### src/rtl/ct_load_ctrl.sv
// Ciphertext loader in front of doublecrack: streams a length-prefixed message into
// the shared ciphertext RAM, starts the crack, reports the key. Optional watchdog: CT_LOAD_CTRL_TIMEOUT_EN.
module ct_load_ctrl #(
  parameter int TIMEOUT_W = 32
) (
  input  logic        clk,
  input  logic        rst,
  input  logic        in_valid,
  input  logic [7:0]  in_data,
  input  logic        in_last,
  output logic        in_ready,
  output logic        ct_wren,
  output logic [7:0]  ct_addr,
  output logic [7:0]  ct_wrdata,
  output logic        crack_en,
  input  logic        crack_rdy,
  input  logic        crack_key_valid,
  input  logic [23:0] crack_key,
  output logic        busy,
  output logic        done,
  output logic        found,
  output logic [23:0] result_key,
  output logic        err_len,
  output logic [2:0]  dbg_state
);

  // Handshake: a byte transfers on any cycle where in_valid && in_ready are both high;
  // in_ready depends only on state, never on in_valid.
  typedef enum logic [2:0] {
    S_IDLE, S_LOAD, S_DRAIN, S_WAIT_RDY, S_START, S_WAIT_BUSY, S_WAIT_DONE, S_REPORT
  } state_t;

  state_t      state_q, state_d;
  logic [8:0]  count_q, count_d;
  logic [8:0]  count_inc;
  logic [7:0]  len_q, len_d;
  logic        wb_cnt_q, wb_cnt_d;
  logic        found_q, found_d;
  logic [23:0] key_q, key_d;
  logic        err_q, err_d;

`ifdef CT_LOAD_CTRL_TIMEOUT_EN
  logic [TIMEOUT_W-1:0] tmo_q, tmo_d;
`else
  logic unused_timeout_w;
  assign unused_timeout_w = (TIMEOUT_W > 0);
`endif

  always_ff @(posedge clk) begin
    if (rst) begin
      state_q  <= S_IDLE;
      count_q  <= '0;
      len_q    <= '0;
      wb_cnt_q <= 1'b0;
      found_q  <= 1'b0;
      key_q    <= '0;
      err_q    <= 1'b0;
`ifdef CT_LOAD_CTRL_TIMEOUT_EN
      tmo_q    <= '0;
`endif
    end else begin
      state_q  <= state_d;
      count_q  <= count_d;
      len_q    <= len_d;
      wb_cnt_q <= wb_cnt_d;
      found_q  <= found_d;
      key_q    <= key_d;
      err_q    <= err_d;
`ifdef CT_LOAD_CTRL_TIMEOUT_EN
      tmo_q    <= tmo_d;
`endif
    end
  end

  always_comb begin
    state_d   = state_q;
    count_d   = count_q;
    len_d     = len_q;
    wb_cnt_d  = wb_cnt_q;
    found_d   = found_q;
    key_d     = key_q;
    err_d     = err_q;
`ifdef CT_LOAD_CTRL_TIMEOUT_EN
    tmo_d     = tmo_q;
`endif
    count_inc = count_q + 9'd1;
    in_ready  = 1'b0;
    ct_wren   = 1'b0;
    ct_addr   = 8'd0;
    ct_wrdata = 8'd0;
    crack_en  = 1'b0;
    busy      = 1'b1;
    done      = 1'b0;

    case (state_q)
      S_IDLE: begin
        busy     = 1'b0;
        in_ready = 1'b1;
        if (in_valid) begin
          ct_wren   = 1'b1;
          ct_wrdata = in_data;
          len_d     = in_data;
          count_d   = 9'd1;
          err_d     = 1'b0;
          found_d   = 1'b0;
          key_d     = '0;
          if (in_data == 8'd0) begin
            err_d   = 1'b1;
            state_d = S_REPORT;
          end else if (in_data == 8'd1) begin
            if (in_last) begin
              state_d = S_WAIT_RDY;
            end else begin
              err_d   = 1'b1;
              state_d = S_DRAIN;
            end
          end else if (in_last) begin
            err_d   = 1'b1;
            state_d = S_REPORT;
          end else begin
            state_d = S_LOAD;
          end
        end
      end
      S_LOAD: begin
        in_ready = 1'b1;
        if (in_valid) begin
          ct_wren   = 1'b1;
          ct_addr   = count_q[7:0];
          ct_wrdata = in_data;
          count_d   = count_inc;
          if (count_inc == {1'b0, len_q}) begin
            if (in_last) begin
              state_d = S_WAIT_RDY;
            end else begin
              err_d   = 1'b1;
              state_d = S_DRAIN;
            end
          end else if (in_last) begin
            err_d   = 1'b1;
            state_d = S_REPORT;
          end
        end
      end
      S_DRAIN: begin
        in_ready = 1'b1;
        if (in_valid && in_last) state_d = S_REPORT;
      end
      S_WAIT_RDY: begin
        if (crack_rdy) state_d = S_START;
      end
      S_START: begin
        crack_en = 1'b1;
        wb_cnt_d = 1'b0;
`ifdef CT_LOAD_CTRL_TIMEOUT_EN
        tmo_d    = '0;
`endif
        state_d  = S_WAIT_BUSY;
      end
      S_WAIT_BUSY: begin
        // A crack that finishes before rdy is ever seen low still counts as done.
        if (!crack_rdy || wb_cnt_q) state_d = S_WAIT_DONE;
        else wb_cnt_d = 1'b1;
      end
      S_WAIT_DONE: begin
        if (crack_rdy) begin
          found_d = crack_key_valid;
          key_d   = crack_key_valid ? crack_key : 24'd0;
          state_d = S_REPORT;
        end
      end
      S_REPORT: begin
        busy    = 1'b0;
        done    = 1'b1;
        state_d = S_IDLE;
      end
      default: state_d = S_IDLE;
    endcase

`ifdef CT_LOAD_CTRL_TIMEOUT_EN
    if (state_q == S_WAIT_BUSY || state_q == S_WAIT_DONE) begin
      if (&tmo_q) begin
        found_d = 1'b0;
        key_d   = '0;
        err_d   = 1'b1;
        state_d = S_REPORT;
      end else begin
        tmo_d = tmo_q + 1'b1;
      end
    end
`endif

    // Hold every strobe quiet for the whole reset cycle, not just after it.
    if (rst) begin
      in_ready  = 1'b0;
      ct_wren   = 1'b0;
      ct_addr   = 8'd0;
      ct_wrdata = 8'd0;
      crack_en  = 1'b0;
      busy      = 1'b0;
      done      = 1'b0;
    end
  end

  assign found      = found_q;
  assign result_key = key_q;
  assign err_len    = err_q;
  assign dbg_state  = state_q;

endmodule
### config.mk
export PLATFORM = sky130hd
export DESIGN_NAME = ct_load_ctrl
export DESIGN_NICKNAME = d
export VERILOG_FILES = /design/src/rtl/ct_load_ctrl.sv
export SDC_FILE = /design/constraint.sdc
export NUM_CORES = 1
export LEC_CHECK = 0
export CORE_MARGIN = 5
export CORE_UTILIZATION = 49
export DETAILED_ROUTE_END_ITERATION = 10
export HOLD_SLACK_MARGIN = 0.15
export PLACE_DENSITY = 0.86
export SLEW_MARGIN = 20
export SYNTH_ARGS = -nofsm -noshare
export SYNTH_HDL_FRONTEND = slang
export SYNTH_SLANG_ARGS = --single-unit
### constraint.sdc
create_clock -name clk -period 8.3 [get_ports clk]
set_clock_uncertainty 0.1 [all_clocks]
set_input_delay 1.66 -clock clk [delete_from_list [all_inputs] [get_ports clk]]
set_output_delay 1.66 -clock clk [all_outputs]
set_load 0.05 [all_outputs]
== Yosys cells after proc, flatten, opt, wreduce, memory -nomap -nowiden ==
Cells that the tools add are included.
Operators by class
  add/subtract/negate cells: 1
  eq/ne operators: 18
  multiplexer cells: 52
  reductions and logical operators: 17
Operators by type and width (number)
  24-bit 2-to-1 mux: 3
  8-bit 2-to-1 mux: 6
  24-bit case mux with 2 select lines: 1
  3-bit 2-to-1 mux: 11
  1-bit 2-to-1 mux: 24
  3-bit case mux with 8 select lines: 1
  9-bit 2-to-1 mux: 2
  9-bit case mux with 2 select lines: 1
  2-bit != test (second input constant): 7
  3-bit == test (second input constant): 4
  9-bit by 1-bit adder with 9-bit output (second input constant): 1
  9-bit by 8-bit == test with 1-bit output: 1
  8-bit by 1-bit == test with 1-bit output (second input constant): 1
  8-bit zero test: 1
  7-bit AND reduction: 1
  3-bit by 2-bit == test with 1-bit output (second input constant): 2
  3-bit != test (second input constant): 2
  1-bit case mux with 2 select lines: 3
  3-bit AND reduction: 2
  2-bit nonzero test: 3
  5-bit AND reduction: 1
  2-bit AND reduction: 2
  2-bit OR reduction: 2
  3-bit by 1-bit == test with 1-bit output (second input constant): 1
  other kinds (5): 5
Storage, ports and cells
  bits in registers: 47
  input port bits: 38
  output and inout port bits: 50

== Depth between registers and ports, before layout ==
Gate-level depths: netlist of run 1.
  depth in word-level cells: 5
  mapped depth: 9
  depth with buffers taken out: 9

== Worst setup path before layout of run 1 ==
Ideal clock, no wire load.
  path kind: input to output
  start: input rst
  end: output ct_addr[7]
  arrival: 3.145 ns
  data required time: 6.540 ns
  setup slack: 3.395 ns
  cell stages on the path: 3
  path buffers: 2
  cell sequence: clkbuf_1 > clkbuf_1 > nor3_1
Between the ends
  longest elaborated chain between the ends: 1
RTL lines
  start, declared: RTL line 7  | input logic rst,
  8-bit 2-to-1 mux: RTL line 194  | if (rst) begin
  end, declared: RTL line 13  | output logic [7:0] ct_addr,
Every way passes these cells.

== Worst setup path in the final report of run 1 ==
  start: input in_valid
  end: output ct_wrdata[1]
Between the ends
  longest elaborated chain between the ends: 3
RTL lines
  start, declared: RTL line 8  | input logic in_valid,
  8-bit 2-to-1 mux: RTL line 99, 127
  8-bit 2-to-1 mux
  8-bit 2-to-1 mux: RTL line 194
  end, declared: RTL line 14  | output logic [7:0] ct_wrdata,
Every way passes these cells.

==> results_dict.tcl, run 1 <==
set metrics [dict create \
    power_leakage_nw 1.26 \
    outcome "finished clean" \
    slew_headroom 0.339 \
    clk_pin_slew_ps 90 \
    post_cts_buffers 0 \
    track_usage 0.225 \
    stdcell_area_um2 3440 \
    hp-start "len_q[4]" \
    ff2ff_path_depth 5 \
    final_cells 452 \
    critical_path_depth 4 \
    yosysSeqAreaShare 0.378 \
    first_global_vias 2495 \
    setup_viol 0 \
    cp.arrival_ps 3910 \
    finalPower_mw 0.731 \
    postCtsHoldBufs 0 \
    num_vias 2562 \
    postRouteWirelength_um 7150 \
    clk_latency_ps 300 \
    crit_chain "clkdlybuf4s50_1, and2_1, and3_2, clkdlybuf4s50_1" \
    synthTopCellsByCount "dfxtp_1, nor2_1, nand2_1" \
    path_buf_inv 2 \
    r2r_slack_ps 5710 \
    cts_buffers 5 \
    yosysTopAreaCell "dfxtp_1" \
    drv_slew 0 \
    num_antenna_cells 0 \
    syn-instance-count 309 \
    setup_ws_ps 2630 \
    grt_antenna_before_repair 0 \
    worstSetupPathType "in2out" \
    firstDrtPassIters 4 \
    synthTopCellsByArea "dfxtp_1, a22oi_1, nor2_1, nand2_1, and3_1" \
    max_freq_mhz 176 \
    synth_area_per_cell_um2 8.06 \
    worstReg2RegEnd "found" \
    synth_top_area_share 0.378 \
    root_buffer "clkbuf_8" \
    crit_path_start_kind "input port" \
    synth-edff-count 0 \
    required_ps 6540 \
    r2r_start "dbg_state[1]" \
    grt_start_max_net_pins 48 \
    ys_ff_latch 47 \
    die_area_um2 6610 \
    remaining_drc_errors 0 \
    grt_pass1_wl_um 11800 \
    synth_cell_type_count 60 \
    placed_cells 446 \
    crit_path_top_delay_cell "clkdlybuf4s50_1" \
    end_kind "output port" \
    via_per_inst 5.67 \
    worstMarginPinSlew_ps 992 \
    postPlaceCellArea_um2 3370 \
    fp.dieW_um 81.3 \
    dp_hpwl_um 5040 \
    final_nets 425 \
    fp.coreArea_um2 5010 \
    rsz0062_at_grt "false" \
    syn2layout_area_growth_pct 38.3 \
    yosys_warnings 0 \
    fin_crit_sh 0.684 \
    synth_ff_type "dfxtp_1" \
    cp_common_cell "clkdlybuf4s50_1" \
    path_max_fanout 19 \
    hold_viol_final 0 \
    drv_cap 0 \
    clock-sinks 47 \
    crit_family "buffers and inverters" \
    pre_cts_slack_ps 2660 \
    critical_path.max_stage_delay_ps 790 \
    cts_buffer_depth 2 \
    grt.overflow.total 0 \
    routedWlPerCell_um 15.8 \
    num_rows 26 \
    cts-resized-gates 0 \
    start_util 0.497 \
    syn_area_um2 2490 \
    hold_end "len_q[4]" \
    whs_path_depth 2 \
    finalSetupTns_ps 0 \
    gp_congestion 0.871 \
    port_buffers 87 \
    drive_above_1_share 0.0654 \
    htreeDepth 2 \
    hold_class "reg2reg" \
    power.density_nw_per_um2 212 \
    cts_tree "built" \
    vdd_ir_drop_max_uv 105 \
    pin_count 88 \
    ant_nets 0 \
    synth_nets 351 \
    min_period_ps 5670 \
    drtIter0Drc 231 \
    async_reset_ff_frac 0 \
    dieHeight_um 81.3 \
]
[worst min-delay path, cell delays in order (launching register included)]
cell and delay, ps:
dfxtp_1 330, nand2_1 50, a21oi_1 50
[per-stage QoR]
step / hold WS, ps / util
floorplan: 348 / -
global placement: 355 / 0.672
detailed placement: 361 / 0.672
CTS: 374 / 0.687
global route: 416 / 0.687
finish: 371 / 0.687
[flip-flops by register name, indices dropped and copies added, names as in the netlist]
name	flops
err_len	1
dbg_state	3
result_key	24
len_q	8
wb_cnt_q	1
count_q	9
found	1
[power by group]
group | internal [mW] | switching, mW
Sequential | 0.247 | 0.0400
Combinational | 0.114 | 0.199
Clock | 0.0561 | 0.0749
[routing by layer]
metal	vias to the layer above	wire, um	global-route usage
met5	-	0	0
met4	0	70	0.0557
met3	10	785	0.0820
met2	121	3380	0.363
met1	1177	2910	0.284
li1	1254	-	-
[layout make-up]
class | instances | area [um^2]
multi-input combinational | 234 | 1430
sequential | 47 | 941
tap | 70 | 87.6
clock buffer | 5 | 68.8
inverter | 6 | 22.5
timing repair buffer | 89 | 886
fill | 436 | 1570
clock inverter | 1 | 7.51
[cell usage in the layout (no fill, tap or decap), types with 3 or more instances in the layout]
master and n:
o21ai_0 11, nor2_1 47, o21ai_1 4, nor3_1 3, a22oi_1 25, a31oi_1 3
xor2_1 4, dfxtp_1 47, nor2b_1 3, ha_1 4, a21oi_1 22, clkbuf_8 5
and3_1 18, nand2_1 35, clkdlybuf4s50_1 87, nand2b_1 3, inv_1 5
[how the worst max path moves through the flow]
stage                     startpoint      endpoint  slack [ps]
final                       in_valid  ct_wrdata[1]        2630
after CTS                   in_valid  ct_wrdata[1]        2660
after floorplan                  rst    ct_addr[7]        3390
after global placement      in_valid  ct_wrdata[1]        2670
after detailed placement    in_valid  ct_wrdata[1]        2660
after global routing        in_valid  ct_wrdata[6]        2560
[cell families after synthesis]
group,after synthesis,share of synthesized area
flops,47,0.378
compound gates,88,0.240
mux,3,0.0141
buf+inv,28,0.0477
xor+xnor,6,0.0211
simple gates,133,0.279
fa+ha+maj,4,0.0201
No activity file was read; power rests on OpenSTA's default activity.
==> inputs of run 2 (changes only) <==
--- a/config.mk
+++ b/config.mk
@@ -6,10 +6,10 @@
 export NUM_CORES = 1
 export LEC_CHECK = 0
 export CORE_MARGIN = 5
-export CORE_UTILIZATION = 49
+export CORE_UTILIZATION = 41
 export DETAILED_ROUTE_END_ITERATION = 10
 export HOLD_SLACK_MARGIN = 0.15
-export PLACE_DENSITY = 0.86
+export PLACE_DENSITY = 0.77
 export SLEW_MARGIN = 20
 export SYNTH_ARGS = -nofsm -noshare
 export SYNTH_HDL_FRONTEND = slang
==> constraint.sdc (replaced) <==
create_clock -name clk -period 4.6 [get_ports clk]
set_clock_uncertainty 0.1 [all_clocks]
set_input_delay 0.92 -clock clk [delete_from_list [all_inputs] [get_ports clk]]
set_output_delay 0.92 -clock clk [all_outputs]
set_load 0.05 [all_outputs]
==> run 2 against run 1 <==
Clock power rose to 2.8 times the previous value; core utilization down 9.6 points; final cell count up 1.8%; largest cell class unchanged; critical path type unchanged; largest power group unchanged; combinational power up 83%.
==> results_dict.tcl, run 2 (synthesized netlist as in run 1, its figures left out) <==
set metrics [dict create \
    num_rows 28 \
    required_ps 3580 \
    num_vias 2552 \
    fp.dieW_um 87.9 \
    largest_reg_flops 24 \
    htreeDepth 2 \
    max_freq_mhz 272 \
    r2r_start "dbg_state[1]" \
    power_leakage_nw 1.35 \
    clock-sinks 47 \
    dieHeight_um 87.9 \
    grt_antenna_before_repair 0 \
    cp.arrival_ps 2660 \
    first_global_vias 2585 \
    end_kind "output port" \
    track_usage 0.192 \
    regArea_um2 941 \
    whs_path_depth 2 \
    power.density_nw_per_um2 418 \
    hp-start "len_q[4]" \
    drv_slew 0 \
    min_period_ps 3680 \
    port_buffers 87 \
    start_util 0.421 \
    hold_viol_final 0 \
    grt.overflow.total 0 \
    gp_congestion 0.823 \
    worstSetupPathType "in2out" \
    layout_commonest_cell "clkdlybuf4s50_1" \
    fp.coreArea_um2 5920 \
    clk_pin_slew_ps 90 \
    firstDrtPassIters 4 \
    clk_latency_ps 300 \
    vdd_ir_drop_max_uv 261 \
    postCtsHoldBufs 0 \
    drv_cap 0 \
    cts_buffer_depth 2 \
    path_max_fanout 19 \
    hold_class "reg2reg" \
    cts_tree "built" \
    cts-resized-gates 0 \
    outcome "finished clean" \
    syn2layout_area_growth_pct 40.7 \
    routedWlPerCell_um 15.6 \
    root_buffer "clkbuf_8" \
    final_nets 426 \
    pin_count 88 \
    worstReg2RegEnd "result_key[3]" \
    drive_above_1_share 0.127 \
    ant_nets 0 \
    crit_path_start_kind "input port" \
    finalSetupTns_ps 0 \
    post_cts_buffers 0 \
    dp_hpwl_um 5070 \
    grt_start_max_net_pins 28 \
    multi_input_area_um2 1430 \
    num_antenna_cells 0 \
    remaining_drc_errors 0 \
    postRouteWirelength_um 7200 \
    drtIter0Drc 179 \
    slew_headroom 0.321 \
    die_area_um2 7730 \
    fillers 539 \
    worstMarginPinSlew_ps 1020 \
    via_per_inst 5.55 \
    grt_pass1_wl_um 12000 \
    setup_viol 0 \
    whs_ps 381 \
    fin_crit_sh 0.799 \
    r2r_slack_ps 1960 \
    cts_buffers 5 \
    ff2ff_path_depth 5 \
    hold_end "len_q[4]" \
    final_cell_mix "clkdlybuf4s50_1, nor2_1, dfxtp_1" \
    rsz0062_at_grt "false" \
]
==> run 2: cell count changes in the layout (fill, tap and decap cells not counted), sizes merged <==
| cell | change |
|---|---|
| clkdlybuf4s50 | -21 |
| buf | +22 |
| bufinv | +2 |
==> run 2: critical path: stages <==
cell and delay [ps]:
clkdlybuf4s50_1 620, and2_1 640, and3_2 280, buf_4 190
==> run 2: per-layer routing <==
| metal | vias up | GRT usage | share of wire |
|---|---|---|---|
| met5 | - | 0 | 0 |
| met4 | 0 | 0.0404 | 0.011 |
| met3 | 7 | 0.0856 | 0.11 |
| met2 | 101 | 0.313 | 0.46 |
| met1 | 1192 | 0.235 | 0.41 |
| li1 | 1252 | - | - |
==> run 2: how the worst max path moves through the flow <==
| stage | from | to | slack [ps] | depth (start not counted) |
|---|---|---|---|---|
| after detailed placement | rst | crack_en | 920 | 5 |
| after global placement | rst | crack_en | 950 | 5 |
| after CTS | rst | crack_en | 920 | 5 |
| after global routing | rst | crack_en | 710 | 5 |
| final | in_valid | ct_wrdata[1] | 920 | 4 |
| after floorplan | rst | ct_addr[7] | 1170 | 3 |
==> run 2: report_power, final <==
group          switching [mW]  total, mW  internal (mW)
combinational           0.361      0.576          0.215
clock                   0.152      0.369          0.217
sequential             0.0741      0.519          0.445
total                   0.587       1.46          0.877
==> run 2: area by class of cell <==
| class | instances | share of cell area |
|---|---|---|
| multi-input cells | 234 | 0.408 |
| flip-flops and latches | 47 | 0.269 |
| repair buffers | 90 | 0.251 |
| well taps | 75 | 0.0268 |
| clock buffers | 5 | 0.0196 |
| clock inverters | 3 | 0.0193 |
| inverters | 6 | 0.00643 |
==> run 2: through the flow <==
stage	setup slack (ps)	cells	power [mW]	area, um^2	util
after detailed placement	917	452	1.10	3370	0.568
after global placement	946	452	1.10	3370	0.568
final	923	460	1.46	3500	0.592
after global routing	708	460	1.54	3500	0.592
after CTS	917	460	1.47	3500	0.592
after floorplan	1170	309	0.917	2490	-
==> inputs of run 3 (changes only) <==
--- a/config.mk
+++ b/config.mk
@@ -6,10 +6,10 @@
 export NUM_CORES = 1
 export LEC_CHECK = 0
 export CORE_MARGIN = 5
-export CORE_UTILIZATION = 41
+export CORE_UTILIZATION = 45
 export DETAILED_ROUTE_END_ITERATION = 10
 export HOLD_SLACK_MARGIN = 0.15
-export PLACE_DENSITY = 0.77
+export PLACE_DENSITY = 0.8
 export SLEW_MARGIN = 20
 export SYNTH_ARGS = -nofsm -noshare
 export SYNTH_HDL_FRONTEND = slang
==> constraint.sdc (replaced) <==
create_clock -name clk -period 3.85 [get_ports clk]
set_clock_uncertainty 0.1 [all_clocks]
set_input_delay 0.77 -clock clk [delete_from_list [all_inputs] [get_ports clk]]
set_output_delay 0.77 -clock clk [all_outputs]
set_load 0.05 [all_outputs]
==> run 3 against run 2 <==
Sequential share of layout area is 0.21 points higher; final area is 0.79% lower; sequential power is 19% higher; power is 11% higher; critical path type is now in2reg; critical endpoint is now err_len.
==> results_dict.tcl, run 3 (synthesized netlist as in run 1, its figures left out) <==
set metrics [dict create \
    layout_commonest_cell "clkdlybuf4s50_1" \
    crit_path_top_delay_cell "or4_4" \
    path_buf_inv 1 \
    regArea_um2 941 \
    crit_chain "clkdlybuf4s50_1, or4_4, nor4_4, nand2_1, ha_1, or3_2, a2111oi_2, a21oi_1" \
    cp.arrival_ps 3250 \
    fp.coreArea_um2 5440 \
    crit_path_start_kind "input port" \
    post_cts_buffers 0 \
    clk_pin_slew_ps 90 \
    cts-resized-gates 0 \
    fin_crit_sh 0.823 \
    routedWlPerCell_um 16.0 \
    final_nets 428 \
    multi_input_area_um2 1430 \
    grt_pass1_wl_um 12100 \
    num_vias 2576 \
    remaining_drc_errors 0 \
    fp.dieW_um 84.4 \
    setup_viol 0 \
    drive_above_1_share 0.129 \
    end_kind "register" \
    crit_family "simple AND/OR/NAND/NOR gates" \
    required_ps 3930 \
    ff2ff_path_depth 5 \
    worstReg2RegEnd "result_key[14]" \
    cts_tree "built" \
    num_antenna_cells 0 \
    cts_buffers 5 \
    drv_slew 0 \
    dp_hpwl_um 5390 \
    power_leakage_nw 1.34 \
    dieHeight_um 84.4 \
    port_buffers 87 \
    via_per_inst 5.61 \
    ant_nets 0 \
    die_area_um2 7120 \
    crit_start "in_data[1]" \
    syn2layout_area_growth_pct 39.5 \
    clock-sinks 47 \
    grt.overflow.total 0 \
    vdd_ir_drop_max_uv 242 \
    min_period_ps 3170 \
    root_buffer "clkbuf_8" \
    grt_antenna_before_repair 0 \
    r2r_start "dbg_state[2]" \
    finalSetupTns_ps 0 \
    largest_reg_flops 24 \
    postCtsHoldBufs 0 \
    worstSetupPathType "in2reg" \
    first_global_vias 2537 \
    pin_count 88 \
    htreeDepth 2 \
    gp_congestion 0.891 \
    placed_cells 451 \
    fillers 480 \
    num_rows 27 \
    max_freq_mhz 315 \
    power.density_nw_per_um2 466 \
    critical_path_depth 8 \
    final_cells 459 \
    drtIter0Drc 182 \
    path_max_fanout 3 \
    drv_cap 0 \
    outcome "finished clean" \
    slew_headroom 0.325 \
    rsz0062_at_grt "false" \
    cts_buffer_depth 2 \
    firstDrtPassIters 5 \
    clk_latency_ps 290 \
    r2r_slack_ps 1360 \
    postRouteWirelength_um 7360 \
    final_cell_mix "clkdlybuf4s50_1, nor2_1, dfxtp_1" \
    crit_path_end "err_len" \
    grt_start_max_net_pins 26 \
    worstMarginPinSlew_ps 1010 \
    hold_class "reg2reg" \
    critical_path.max_stage_delay_ps 570 \
    start_util 0.458 \
    hold_viol_final 0 \
    track_usage 0.205 \
]
[run 3: layout make-up]
class / instances / area share
multi-input cells: 234 / 0.412
repair buffers: 92 / 0.261
clock inverters: 2 / 0.00360
flip-flops and latches: 47 / 0.271
well taps: 72 / 0.0259
clock buffers: 6 / 0.0209
inverters: 6 / 0.00648
[run 3: how the worst min path moves through the flow]
stage | slack (ps) | endpoint | from | cells after the start
finish | 380 | len_q[4] | len_q[4] | 2
floorplan | 350 | len_q[4] | len_q[4] | 2
global placement | 350 | len_q[4] | len_q[4] | 2
CTS | 380 | len_q[4] | len_q[4] | 2
global route | 410 | len_q[4] | len_q[4] | 2
detailed placement | 370 | len_q[4] | len_q[4] | 2
[run 3: through the flow]
step           instance area [um^2]   util  total power, mW  setup WS (ps)  hold slack (ps)
2_1_floorplan                  2490      -             1.10            664              348
3_3_place_gp                   3390  0.623             1.32            405              355
3_5_place_dp                   3390  0.623             1.33            376              366
4_1_cts                        3470  0.639             1.63            685              379
5_1_grt                        3470  0.639             1.71            556              411
6_report                       3470  0.639             1.62            680              382
[run 3: report_power, final]
part	leakage [nW]	switching, mW	internal [mW]	total [mW]
Clock	0.0412	0.166	0.127	0.293
Sequential	0.381	0.0879	0.531	0.619
Combinational	0.916	0.439	0.268	0.707
[run 3: per-layer routing]
| layer | wire [um] | up-vias | global-route usage | part of all wire |
|---|---|---|---|---|
| li1 | - | 1259 | - | - |
| met1 | 2890 | 1212 | 0.241 | 0.39 |
| met2 | 3470 | 101 | 0.331 | 0.47 |
| met3 | 944 | 4 | 0.105 | 0.13 |
| met4 | 51 | 0 | 0.0532 | 0.0069 |
| met5 | 0 | - | 0 | 0 |
[run 3: worst reg2reg max path, delay by kind of cell, from the launching register on]
kind / cells / cell delay, ps
flip-flops: 1 / 650
AND/OR/NAND/NOR: 3 / 670
AO/OA/AOI/OAI: 2 / 1020
